`src/rtl/ahb_arb_pkg.sv`:
```
// Shared types for the two-master AHB-Lite round-robin arbiter.
// Build option: AHB_ARB_FIXED_PRIO_EN selects fixed priority (port 0 wins) instead of round-robin.
package ahb_arb_pkg;

   localparam int ADDR_W = 30;
   localparam int DATA_W = 32;

   typedef enum logic [1:0] {
      HTRANS_IDLE   = 2'd0,
      HTRANS_BUSY   = 2'd1,
      HTRANS_NONSEQ = 2'd2,
      HTRANS_SEQ    = 2'd3
   } htrans_e;

   // Address-phase payload; this is all the hold buffer has to keep.
   typedef struct packed {
      htrans_e           htrans;
      logic [2:0]        hsize;
      logic              hwrite;
      logic [ADDR_W-1:0] haddr;
   } ahb_req_t;

endpackage

```
`src/rtl/ahb_rr_arbiter2_if.sv`:
```
// AHB-Lite link. The slave modport is the arbiter facing a master;
// the master modport is the arbiter facing the downstream slave.
interface ahb_rr_arbiter2_if
   import ahb_arb_pkg::*;
#(
   parameter int ADDR_W = ahb_arb_pkg::ADDR_W,
   parameter int DATA_W = ahb_arb_pkg::DATA_W
);
   htrans_e           htrans;
   logic [2:0]        hsize;
   logic              hwrite;
   logic [ADDR_W-1:0] haddr;
   logic [DATA_W-1:0] hwdata;
   logic              hready;
   logic              hreadyout;
   logic              hresp;
   logic [DATA_W-1:0] hrdata;

   modport slave (
      input  htrans, hsize, hwrite, haddr, hwdata,
      output hready, hresp, hrdata
   );

   modport master (
      output htrans, hsize, hwrite, haddr, hwdata, hready,
      input  hreadyout, hresp, hrdata
   );
endinterface

```
`src/rtl/ahb_arb_hold_buf.sv`:
```
// One-entry address-phase hold buffer for a single master port.
// Captures an accepted address phase that cannot go straight to the slave.
module ahb_arb_hold_buf
   import ahb_arb_pkg::*;
(
   input  logic     clock,
   input  logic     reset_n,
   input  ahb_req_t live,
   input  logic     in_hready,
   input  logic     direct,
   input  logic     clear,
   output logic     pend,
   output ahb_req_t hold
);
   logic capture;

   // The master saw hready=1, so the address is gone from its bus unless
   // it is forwarded on this very edge.
   assign capture = in_hready & live.htrans[1] & ~(direct & ~pend);

   // NOTE: sequential state uses non-blocking assignments so every flop
   // samples pre-edge values regardless of block ordering.
   always_ff @(posedge clock) begin
      if (!reset_n) begin
         pend <= 1'b0;
      end else if (capture) begin
         pend <= 1'b1;
      end else if (clear) begin
         pend <= 1'b0;
      end
   end

   // NOTE: the payload register has no reset; pend qualifies it, and leaving
   // it unreset keeps the datapath free of reset fan-out.
   always_ff @(posedge clock) begin
      if (capture) begin
         hold <= live;
      end
   end

endmodule

```
`src/rtl/ahb_rr_arbiter2.sv`:
```
// Two-master AHB-Lite arbiter with per-port address hold buffers, round-robin per transfer.
// Build option: define AHB_ARB_FIXED_PRIO_EN for fixed priority with port 0 highest.
module ahb_rr_arbiter2
   import ahb_arb_pkg::*;
#(
   parameter int ADDR_W = ahb_arb_pkg::ADDR_W,
   parameter int DATA_W = ahb_arb_pkg::DATA_W
) (
   input  logic               clock,
   input  logic               reset_n,
   ahb_rr_arbiter2_if.slave   auto_in_0,
   ahb_rr_arbiter2_if.slave   auto_in_1,
   ahb_rr_arbiter2_if.master  auto_out
);
   logic       grant;
   logic       own_v;
   logic       own_id;
   logic       last_src;
   logic [1:0] pend;
   logic [1:0] req;
   logic [1:0] in_hready;
   logic [1:0] in_hresp;
   logic       fwd;
   ahb_req_t   live [2];
   ahb_req_t   hold [2];
   ahb_req_t   src;
   htrans_e    out_htrans;

   assign live[0] = '{htrans: auto_in_0.htrans, hsize: auto_in_0.hsize,
                      hwrite: auto_in_0.hwrite, haddr: auto_in_0.haddr};
   assign live[1] = '{htrans: auto_in_1.htrans, hsize: auto_in_1.hsize,
                      hwrite: auto_in_1.hwrite, haddr: auto_in_1.haddr};

   for (genvar i = 0; i < 2; i++) begin : g_port
      ahb_arb_hold_buf u_hold (
         .clock     (clock),
         .reset_n   (reset_n),
         .live      (live[i]),
         .in_hready (in_hready[i]),
         .direct    ((grant == 1'(i)) & auto_out.hreadyout),
         .clear     (fwd & (grant == 1'(i))),
         .pend      (pend[i]),
         .hold      (hold[i])
      );
      assign req[i] = pend[i] | live[i].htrans[1];
   end

   // NOTE: every signal written in always_comb gets a default first so no
   // path leaves it unassigned and no latch is inferred.
   always_comb begin
      src        = pend[grant] ? hold[grant] : live[grant];
      out_htrans = HTRANS_IDLE;
      if (reset_n && src.htrans[1]) begin
         // A buffered or interleaved beat no longer continues the slave's last burst.
         if (src.htrans == HTRANS_SEQ && (pend[grant] || last_src != grant)) begin
            out_htrans = HTRANS_NONSEQ;
         end else begin
            out_htrans = src.htrans;
         end
      end
   end

   assign fwd = auto_out.hreadyout & (out_htrans != HTRANS_IDLE);

   always_comb begin
      for (int i = 0; i < 2; i++) begin
         in_hready[i] = 1'b1;
         in_hresp[i]  = 1'b0;
         if (reset_n && own_v && own_id == 1'(i)) begin
            in_hready[i] = auto_out.hreadyout;
            in_hresp[i]  = auto_out.hresp;
         end else if (reset_n && pend[i]) begin
            in_hready[i] = 1'b0;
         end
      end
   end

   always_ff @(posedge clock) begin
      if (!reset_n) begin
         grant    <= 1'b0;
         own_v    <= 1'b0;
         own_id   <= 1'b0;
         last_src <= 1'b0;
      end else if (auto_out.hreadyout) begin
         if (fwd) begin
            own_v    <= 1'b1;
            own_id   <= grant;
            last_src <= grant;
         end else begin
            own_v    <= 1'b0;
         end
`ifdef AHB_ARB_FIXED_PRIO_EN
         if (req[0]) begin
            grant <= 1'b0;
         end else if (req[1]) begin
            grant <= 1'b1;
         end
`else
         if (req[~grant]) begin
            grant <= ~grant;
         end
`endif
      end
   end

   assign auto_out.htrans = out_htrans;
   assign auto_out.hsize  = src.hsize;
   assign auto_out.hwrite = src.hwrite;
   assign auto_out.haddr  = src.haddr;
   assign auto_out.hwdata = own_id ? auto_in_1.hwdata : auto_in_0.hwdata;
   assign auto_out.hready = auto_out.hreadyout;

   assign auto_in_0.hready = in_hready[0];
   assign auto_in_1.hready = in_hready[1];
   assign auto_in_0.hresp  = in_hresp[0];
   assign auto_in_1.hresp  = in_hresp[1];
   assign auto_in_0.hrdata = auto_out.hrdata;
   assign auto_in_1.hrdata = auto_out.hrdata;

endmodule

```
`src/flat_wrapper.sv`:
```
// flat-port wrapper written by rule: the top's interface ports become plain ports
module ahb_rr_arbiter2_flat import ahb_arb_pkg::*;
#(
   parameter int ADDR_W = ahb_arb_pkg::ADDR_W,
   parameter int DATA_W = ahb_arb_pkg::DATA_W
)
  (clock, reset_n, auto_in_0_htrans, auto_in_0_hsize, auto_in_0_hwrite, auto_in_0_haddr, auto_in_0_hwdata, auto_in_0_hready, auto_in_0_hresp, auto_in_0_hrdata, auto_in_1_htrans, auto_in_1_hsize, auto_in_1_hwrite, auto_in_1_haddr, auto_in_1_hwdata, auto_in_1_hready, auto_in_1_hresp, auto_in_1_hrdata, auto_out_htrans, auto_out_hsize, auto_out_hwrite, auto_out_haddr, auto_out_hwdata, auto_out_hready, auto_out_hreadyout, auto_out_hresp, auto_out_hrdata);
  ahb_rr_arbiter2_if #(.ADDR_W(ADDR_W), .DATA_W(DATA_W)) auto_in_0_i ();
  ahb_rr_arbiter2_if #(.ADDR_W(ADDR_W), .DATA_W(DATA_W)) auto_in_1_i ();
  ahb_rr_arbiter2_if #(.ADDR_W(ADDR_W), .DATA_W(DATA_W)) auto_out_i ();
  input  logic clock;
  input  logic reset_n;
  input wire logic [$bits(auto_in_0_i.htrans)-1:0] auto_in_0_htrans;
  input wire logic [$bits(auto_in_0_i.hsize)-1:0] auto_in_0_hsize;
  input wire logic [$bits(auto_in_0_i.hwrite)-1:0] auto_in_0_hwrite;
  input wire logic [$bits(auto_in_0_i.haddr)-1:0] auto_in_0_haddr;
  input wire logic [$bits(auto_in_0_i.hwdata)-1:0] auto_in_0_hwdata;
  output wire logic [$bits(auto_in_0_i.hready)-1:0] auto_in_0_hready;
  output wire logic [$bits(auto_in_0_i.hresp)-1:0] auto_in_0_hresp;
  output wire logic [$bits(auto_in_0_i.hrdata)-1:0] auto_in_0_hrdata;
  input wire logic [$bits(auto_in_1_i.htrans)-1:0] auto_in_1_htrans;
  input wire logic [$bits(auto_in_1_i.hsize)-1:0] auto_in_1_hsize;
  input wire logic [$bits(auto_in_1_i.hwrite)-1:0] auto_in_1_hwrite;
  input wire logic [$bits(auto_in_1_i.haddr)-1:0] auto_in_1_haddr;
  input wire logic [$bits(auto_in_1_i.hwdata)-1:0] auto_in_1_hwdata;
  output wire logic [$bits(auto_in_1_i.hready)-1:0] auto_in_1_hready;
  output wire logic [$bits(auto_in_1_i.hresp)-1:0] auto_in_1_hresp;
  output wire logic [$bits(auto_in_1_i.hrdata)-1:0] auto_in_1_hrdata;
  output wire logic [$bits(auto_out_i.htrans)-1:0] auto_out_htrans;
  output wire logic [$bits(auto_out_i.hsize)-1:0] auto_out_hsize;
  output wire logic [$bits(auto_out_i.hwrite)-1:0] auto_out_hwrite;
  output wire logic [$bits(auto_out_i.haddr)-1:0] auto_out_haddr;
  output wire logic [$bits(auto_out_i.hwdata)-1:0] auto_out_hwdata;
  output wire logic [$bits(auto_out_i.hready)-1:0] auto_out_hready;
  input wire logic [$bits(auto_out_i.hreadyout)-1:0] auto_out_hreadyout;
  input wire logic [$bits(auto_out_i.hresp)-1:0] auto_out_hresp;
  input wire logic [$bits(auto_out_i.hrdata)-1:0] auto_out_hrdata;
  assign auto_in_0_i.htrans = auto_in_0_htrans;
  assign auto_in_0_i.hsize = auto_in_0_hsize;
  assign auto_in_0_i.hwrite = auto_in_0_hwrite;
  assign auto_in_0_i.haddr = auto_in_0_haddr;
  assign auto_in_0_i.hwdata = auto_in_0_hwdata;
  assign auto_in_0_hready = auto_in_0_i.hready;
  assign auto_in_0_hresp = auto_in_0_i.hresp;
  assign auto_in_0_hrdata = auto_in_0_i.hrdata;
  assign auto_in_1_i.htrans = auto_in_1_htrans;
  assign auto_in_1_i.hsize = auto_in_1_hsize;
  assign auto_in_1_i.hwrite = auto_in_1_hwrite;
  assign auto_in_1_i.haddr = auto_in_1_haddr;
  assign auto_in_1_i.hwdata = auto_in_1_hwdata;
  assign auto_in_1_hready = auto_in_1_i.hready;
  assign auto_in_1_hresp = auto_in_1_i.hresp;
  assign auto_in_1_hrdata = auto_in_1_i.hrdata;
  assign auto_out_htrans = auto_out_i.htrans;
  assign auto_out_hsize = auto_out_i.hsize;
  assign auto_out_hwrite = auto_out_i.hwrite;
  assign auto_out_haddr = auto_out_i.haddr;
  assign auto_out_hwdata = auto_out_i.hwdata;
  assign auto_out_hready = auto_out_i.hready;
  assign auto_out_i.hreadyout = auto_out_hreadyout;
  assign auto_out_i.hresp = auto_out_hresp;
  assign auto_out_i.hrdata = auto_out_hrdata;
  ahb_rr_arbiter2 #(.ADDR_W(ADDR_W), .DATA_W(DATA_W)) u_core (.clock(clock), .reset_n(reset_n), .auto_in_0(auto_in_0_i), .auto_in_1(auto_in_1_i), .auto_out(auto_out_i));
endmodule
```
`config.mk`:
```
export PLATFORM = sky130hd
export DESIGN_NAME = ahb_rr_arbiter2_flat
export DESIGN_NICKNAME = d
export VERILOG_FILES = /design/src/rtl/ahb_arb_pkg.sv /design/src/rtl/ahb_rr_arbiter2_if.sv /design/src/rtl/ahb_arb_hold_buf.sv /design/src/rtl/ahb_rr_arbiter2.sv /design/src/flat_wrapper.sv
export SDC_FILE = /design/constraint.sdc
export NUM_CORES = 1
export LEC_CHECK = 0
export BUFFER_PORTS_ARGS = -buffer_cell sky130_fd_sc_hd__buf_2
export CORE_ASPECT_RATIO = 0.6
export CORE_MARGIN = 8
export CORE_UTILIZATION = 35
export DETAILED_ROUTE_END_ITERATION = 8
export PLACE_DENSITY = 0.71
export REMOVE_ABC_BUFFERS = 1
export SLEW_MARGIN = 20
export SYNTH_ARGS = -nofsm -noshare
export SYNTH_HDL_FRONTEND = slang
export SYNTH_HIERARCHICAL = 1
export SYNTH_SLANG_ARGS = --single-unit
export TNS_END_PERCENT = 50
```
`constraint.sdc`:
```
create_clock -name clock -period 5 [get_ports clock]
set_input_delay 1 -clock clock [delete_from_list [all_inputs] [get_ports clock]]
set_output_delay 1 -clock clock [all_outputs]
set_load 0.02 [all_outputs]
```
== Yosys cells after proc, flatten, opt, wreduce, memory -nomap -nowiden ==
Index checks and enable logic that the tools add are counted.

* Bits in registers: 77
* Input port bits: 172
* Word-level logic and storage cells: 76

* Order comparisons: 3
* Equality and inequality tests: 2
* Mux-type cells: 25
* Bitwise logic cells: 20
* Reductions and logical operators: 13

{| class="wikitable"
|+ Operators by type and width
! kind !! number
|-
| 2-to-1 mux 36 bit || 7
|-
| 2-to-1 mux 32 bit || 1
|-
| 2-to-1 mux 1 bit || 15
|-
| bitwise AND 1 bit || 11
|-
| logical AND 1 bit || 7
|-
| inverter 1 bit || 6
|-
| nonzero test 2 bit || 3
|-
| < comparator 1 x 2 -> 1 bit (second input constant) || 2
|-
| 2-to-1 mux 2 bit || 2
|-
| AND reduction 2 bit || 2
|-
| == test 2 bit (second input constant) || 1
|-
| >= comparator 2 bit (second input constant) || 1
|-
| inverter 1 -> 2 bit || 1
|-
| OR 1 bit || 2
|-
| logical OR 1 bit || 1
|-
| inequality test 1 bit || 1
|}

== Depth between registers and ports, before layout ==
Gate-level depths: netlist of the first run.

* Depth in word-level cells: 14
* Gate-level depth with buffers: 8
* Depth with buffers taken out: 6

== Cells and area by module ==
The synthesis of the first run kept the hierarchy.

{| class="wikitable"
|+ Modules (own cells, without submodules)
! module !! instances !! cells an instance !! area an instance (µm²)
|-
| ahb_arb_hold_buf || 2 || 44 || 1144.8
|-
| ahb_rr_arbiter2 || 1 || 296 || 2235.9
|}

== Worst setup path before layout of the first run ==
OpenSTA, ideal clock, no wires.

* Kind: input port to flip-flop
* Start point: in auto_out_hreadyout
* End point: reg, netlist name u_core/g_port[1].u_hold/hold[0]
* Setup time: 0.441 ns
* Arrival time: 3.176 ns
* Data required time: 4.559 ns
* Path slack: 1.383 ns
* Cell stages on the path: 4
* Path through: o21ai_0 nand2_1 nand2_1 a21oi_1

{| class="wikitable"
|+ RTL lines
! what !! line !! text
|-
| from (decl) || flat_wrapper.sv:35 || <nowiki>input wire logic [$bits(auto_out_i.hreadyout)-1:0] auto_out_hreadyout;</nowiki>
|-
| 2-to-1 mux 1 bit || ahb_rr_arbiter2.sv:69 || <nowiki>if (reset_n && own_v && own_id == 1'(i)) begin</nowiki>
|-
| via auto_in_1_hready || flat_wrapper.sv:26 || <nowiki>output wire logic [$bits(auto_in_1_i.hready)-1:0] auto_in_1_hready;</nowiki>
|-
| bitwise AND 1 bit (2 in series) || ahb_arb_hold_buf.sv:19 || <nowiki>assign capture = in_hready & live.htrans[1] & ~(direct & ~pend);</nowiki>
|-
| via u_core.g_port[1].u_hold.capture || ahb_arb_hold_buf.sv:15 || <nowiki>logic capture;</nowiki>
|}

The timed path passes the listed nets, and every way through them passes these cells.
A chain may end at the register's enable or synchronous reset.

== Worst setup path in the final report of the first run ==
* Start point: reg u_core.grant
* End point: out auto_out_htrans[1]

* Cells in the longest elaborated chain, start to end: 9

{| class="wikitable"
|+ Ends and longest elaborated chain
! what !! line !! text
|-
| from (decl) || ahb_rr_arbiter2.sv:15 || <nowiki>logic grant;</nowiki>
|-
| from (signal assigned) || ahb_rr_arbiter2.sv:100 || <nowiki>grant <= ~grant;</nowiki>
|-
| inverter 1 -> 2 bit (not written as such) || ahb_rr_arbiter2.sv:51 || <nowiki>src = pend[grant] ? hold[grant] : live[grant];</nowiki>
|-
| 2-to-1 mux 36 bit (not written as such) (3 in series) || ahb_rr_arbiter2.sv:51 ||
|-
| 2-to-1 mux 36 bit || ahb_rr_arbiter2.sv:51 ||
|-
| == test 2 bit || ahb_rr_arbiter2.sv:55 || <nowiki>if (src.htrans == HTRANS_SEQ && (pend[grant] || last_src != grant)) begin</nowiki>
|-
| logical AND 1 bit || ahb_rr_arbiter2.sv:55 ||
|-
| 2-to-1 mux 2 bit || ahb_rr_arbiter2.sv:55 ||
|-
| 2-to-1 mux 2 bit (*) || ahb_rr_arbiter2.sv:53 || <nowiki>if (reset_n && src.htrans[1]) begin</nowiki>
|-
| to (decl) || flat_wrapper.sv:29 || <nowiki>output wire logic [$bits(auto_out_i.htrans)-1:0] auto_out_htrans;</nowiki>
|}

Every way passes the cells marked *; elsewhere a longest branch is shown, timed or not. The select of a mux whose other input is x is not followed.

==> out/qor.csv, run 1 <==
metric,value,unit
outcome,completed,
CP required,4.00,ns
core box area,0.01265,mm²
vias in the first global route,3676,
fin cells,698,
vias per cell,4.943,
WS Path Type,reg2out,
GRT Overall Usage,17.76,%
vias,3450,
Detailed Route Iter0 Violations,139,
Mapped Avg Cell Area,11.69,µm²
Max Cap Viol,0,
register area,0.002206,mm²
1st-pass router iterations,4,
half-perimeter wire length after placement,12.29,mm
clk_skew,0.006814,ns
Max Freq,283.4,MHz
Placed Instance Area,0.005197,mm²
Initial Util,35.29,%
fin area,0.005517,mm²
TNS Setup,0,ns
first-pass GRT wire length,22.07,mm
final hold viol count,0,
CP Capture Type,output port,
final worst-path cycle share,70.57,%
Multi-input gate area,0.001619,mm²
Hold Path Class,reg2reg,
Synth warnings,6,
CP arrival,2.53,ns
Final setup viols,0,
Max IR drop VDD,157.1,µV
clock slew at reported path FFs,0.06,ns
pwr dens,349.1,mW/mm²
synthesized cell area,0.004466,mm²
largest net degree at the start of global routing,60,
layout cell share with drive strength beyond 1,51.80,%
layout filler cell count,1223,
# rows,32,
relative slew slack,51.65,%
CTS Hold Bufs,0,
CTS tree,yes,
Mapped Cells,382,
Startpoint Class,flip-flop,
CTS H-tree lvls,3,
Reg2Reg Setup Slack,2.36,ns
chip height,103.5,µm
RSZ-0062 raised after global routing,no,
clk sinks,75,
initial antenna violation count,1,
# placed instances,681,
wire per inst,21.54,µm
nets,694,
final wirelength,15.04,mm
Final Max Slew Viols,0,
hold slack,0.5555,ns
crit path max fanout,41,
TritonCTS Buffers,9,
Longest Clk Path Bufs,2,
Post-CTS Resized,0,
clk_lat worst skew,0.33,ns
Post-DRT Antenna Nets,0,
Setup Buffers After CTS,0,
Slew @ Worst Pin,0.7253,ns
Port-buffer cells,212,
IO Pins,309,
post-layout minimum cycle time,3.528,ns
die span in x,161.8,µm
die area,0.01675,mm²
GR Overflow Total,0,
clock root buffer,clkbuf_16,
Leak Pwr,0.002289,µW
Final GP Congestion,0.8668,
Remaining DRCs,0,
synth-to-layout area growth,23.54,%
## worst max-delay path: stages, from the launching register on
cell and delay [ns]:
dfxtp_2 0.79, buf_4 0.50, nor3_1 0.13, a211oi_2 0.34, o211ai_2 0.20, inv_1 0.08
buf_2 0.16
## flip-flops by register name, indices dropped and copies added (netlist names)
register and flops:
u_core/g_port.u_hold/hold 70, u_core/grant 1, u_core/own_v 1, u_core/g_port.u_hold/pend 2
u_core/own_id 1
## layout by cell type, fill, tap and decap left out, types with 3 or more instances in the layout
cell       instances
buf_2            212
dfxtp_2            3
nand2_1           11
clkbuf_16          9
o21ai_0            4
a21boi_1           3
a21oi_1           35
a211oi_1          34
inv_1              9
edfxtp_1          70
mux2i_1           34
buf_4              5
mux2_2            32
nor2b_1           36
nor2_1             5
## layer usage
| metal | track usage (%) | vias up | routed length (µm) |
|---|---|---|---|
| li1 | - | 1628 | - |
| met1 | 23.45 | 1608 | 6970 |
| met2 | 22.88 | 198 | 5674 |
| met3 | 11.19 | 14 | 2083 |
| met4 | 4.317 | 2 | 206 |
| met5 | 5.740 | - | 103 |
## power by group
group / leakage, µW / internal (µW) / switching [µW]
registers: 0.000710 / 745 / 34.0
clock network: 0.000147 / 435 / 252
logic: 0.00143 / 185 / 275
## through the flow
| step | setup WS (ns) | util (%) | power (µW) |
|---|---|---|---|
| floorplan | 0.9842 | - | 1060 |
| global placement | 1.907 | 40.86 | 1242 |
| detailed placement | 1.820 | 41.08 | 1259 |
| CTS | 1.457 | 43.58 | 1953 |
| global route | 1.279 | 43.60 | 2017 |
| finish | 1.472 | 43.60 | 1926 |
## worst paths after layout
| check | cells after the start | endpoint | start |
|---|---|---|---|
| hold / removal | 2 | u_core/own_v$_SDFFE_PN0P_ | u_core/own_v$_SDFFE_PN0P_ |
| setup reg to reg | 4 | u_core/g_port[0].u_hold/hold[8]$_DFFE_PP_ | u_core/grant$_SDFFE_PN0P_ |
| hold reg to reg | 2 | u_core/own_v$_SDFFE_PN0P_ | u_core/own_v$_SDFFE_PN0P_ |
| setup / recovery | 6 | auto_out_htrans[1] | u_core/grant$_SDFFE_PN0P_ |
## layout make-up
class / count / share of cell area, %
antenna: 1 / 0.04536
timing repair buffer: 218 / 20.41
inverter: 9 / 0.6124
clock inverter: 7 / 1.656
tap: 170 / 3.856
sequential: 75 / 39.99
clock buffer: 9 / 4.083
multi-input combinational: 209 / 29.35
(Power assumes the default switching activity.)
==> run 2, diff against run 1 <==
--- a/config.mk
+++ b/config.mk
@@ -10,7 +10,7 @@
 export CORE_MARGIN = 8
 export CORE_UTILIZATION = 35
 export DETAILED_ROUTE_END_ITERATION = 8
-export PLACE_DENSITY = 0.71
+export PLACE_DENSITY = 0.74
 export REMOVE_ABC_BUFFERS = 1
 export SLEW_MARGIN = 20
 export SYNTH_ARGS = -nofsm -noshare
==> constraint.sdc (replaced) <==
create_clock -name clock -period 2.85 [get_ports clock]
set_input_delay 0.57 -clock clock [delete_from_list [all_inputs] [get_ports clock]]
set_output_delay 0.57 -clock clock [all_outputs]
set_load 0.02 [all_outputs]
==> run 2 against run 1 <==
Largest power group unchanged. Sequential power up 73%. Clock power is 59% higher. Worst hold slack lost 0.13 ns. First-iteration DRC count is 31% higher.
==> out/qor.csv, run 2 (same netlist as run 1, synthesis figures left out) <==
metric,value,unit
outcome,completed,
CP Capture Type,output port,
Max Freq,401.4,MHz
clk_lat worst skew,0.33,ns
met2 WL post-DR,6.682,mm
largest reg by FF count,u_core/g_port.u_hold/hold,
layout filler cell count,1237,
Post-CTS Resized,0,
chip height,103.5,µm
IO Pins,309,
Port-buffer cells,212,
die span in x,161.8,µm
# placed instances,685,
Hold Path Class,in2reg,
RR Endpoint,u_core/g_port[0].u_hold/hold[6]$_DFFE_PP_,
fin area,0.005489,mm²
CTS H-tree lvls,3,
vias,3411,
largest net degree at the start of global routing,43,
Placed Instance Area,0.005207,mm²
clock root buffer,clkbuf_16,
"most common cell after layout, fill and taps aside",buf_2,
worst hold stages,1,
CTS tree,yes,
core box area,0.01265,mm²
crit path cell chain,"nor2_1, a211oi_2, o211ai_2, inv_1, buf_2",
clk_skew,0.006459,ns
Largest register FFs,70,
1st-pass router iterations,4,
relative slew slack,56.55,%
GR Overflow Total,0,
Hold Path End,u_core/g_port[0].u_hold/hold[10]$_DFFE_PP_,
Final Max Slew Viols,0,
met1 WL,7.072,mm
Leak Pwr,0.002293,µW
pre-CTS setup slack,0.4975,ns
Reg2Reg Setup Slack,0.65,ns
met3 WL,2.532,mm
Post-DRT Antenna Nets,0,
Top Metal Used,met5,
CP required,2.28,ns
origin of the critical flop-to-flop path,u_core/own_v$_SDFFE_PN0P_,
fin cells,699,
Max Cap Viol,0,
post-layout minimum cycle time,2.491,ns
slowest CP cell,dfxtp_2,
fin util,43.38,%
clock slew at reported path FFs,0.06,ns
Final setup viols,0,
Slew @ Worst Pin,0.6504,ns
GRT Overall Usage,19.46,%
nets,698,
initial antenna violation count,0,
wire per inst,24.11,µm
"commonest non-fill, non-tap cells in the layout","buf_2 (212), edfxtp_1 (70), nor2b_1 (36)",
hold_sp,auto_in_0_haddr[10],
Final GP Congestion,0.8918,
Max IR drop VDD,288.7,µV
Remaining DRCs,0,
Setup Buffers After CTS,0,
RSZ-0062 raised after global routing,no,
final worst-path cycle share,87.41,%
FF-to-FF path depth,7,
ant diodes,0,
synth-to-layout area growth,22.92,%
Startpoint Class,flip-flop,
Initial Util,35.29,%
Longest Clk Path Bufs,2,
CP arrival,1.92,ns
setup slack after layout,0.3588,ns
Detailed Route Iter0 Violations,182,
"Largest stage delay, worst path",0.66,ns
die area,0.01675,mm²
TritonCTS Buffers,9,
vias per cell,4.880,
WS Path Type,reg2out,
CTS Hold Bufs,0,
biggest regs,"u_core/g_port.u_hold/hold: 70 flops, u_core/g_port.u_hold/pend: 2 flops",
first-pass GRT wire length,23.31,mm
vias in the first global route,3592,
clk sinks,75,
half-perimeter wire length after placement,14.01,mm
final wirelength,16.85,mm
pwr dens,597.3,mW/mm²
# rows,32,
crit path max fanout,19,
layout cell share with drive strength beyond 1,52.36,%
final hold viol count,0,
run 2: cell types whose count changed in the layout (fill, tap and decap cells not counted), sizes merged:
cell,before,now
inv,10,9
clkinvlp,2,1
bufinv,2,1
clkinv,2,3
diode,1,0
buf,218,222
run 2: power breakdown:
group	total [µW]	internal [µW]	switching (µW)	leakage, µW
clock network	1090	666	426	0.000137
registers	1350	1310	42.3	0.000710
logic	837	326	511	0.00145
total	3280	2300	980	0.00229
run 2: worst max-delay path: cells and delay by family, from the launching register on:
family	cells	cell delay, ns
DFF	1	0.66
AOI/OAI and AO/OA	2	0.54
buffers and inverters	2	0.28
and+or+nand+nor	1	0.12
run 2: metrics by stage:
stage / setup TNS (ns) / power, µW / hold WS [ns]
finish: 0 / 3279 / 0.4251
detailed placement: 0 / 2222 / 0.5321
floorplan: -77.95 / 1859 / 0.4868
global route: 0 / 3445 / 0.4070
CTS: 0 / 3329 / 0.4128
global placement: 0 / 2200 / 0.5120
run 2: layout make-up:
| type | instances | area (µm²) | share of cell area (%) |
|---|---|---|---|
| inverters | 9 | 33.78 | 0.6155 |
| multi-input cells | 209 | 1619 | 29.50 |
| clock inverters | 5 | 56.30 | 1.026 |
| repair buffers | 222 | 1136 | 20.70 |
| clock buffers | 9 | 225.2 | 4.103 |
| flip-flops and latches | 75 | 2206 | 40.19 |
| well taps | 170 | 212.7 | 3.875 |
run 2: worst max path at each step:
stage	startpoint	endpoint	slack [ns]	cells past startpoint
2_1_floorplan	u_core/grant$_SDFFE_PN0P_	u_core/g_port[0].u_hold/hold[0]$_DFFE_PP_	-1.17	2
3_3_place_gp	auto_out_hreadyout	u_core/g_port[0].u_hold/hold[4]$_DFFE_PP_	0.55	6
3_5_place_dp	auto_out_hreadyout	u_core/g_port[0].u_hold/hold[5]$_DFFE_PP_	0.50	6
4_1_cts	u_core/g_port[1].u_hold/pend$_SDFFE_PN0P_	auto_out_htrans[1]	0.32	5
5_1_grt	u_core/g_port[1].u_hold/pend$_SDFFE_PN0P_	auto_out_htrans[1]	0.20	5
6_report	u_core/g_port[1].u_hold/pend$_SDFFE_PN0P_	auto_out_htrans[1]	0.36	5
run 2: per-layer routing:
metal,GRT usage (%),vias to the layer above
li1,-,1628
met1,23.43,1532
met2,26.05,226
met3,14.35,21
met4,5.520,4
met5,6.042,-
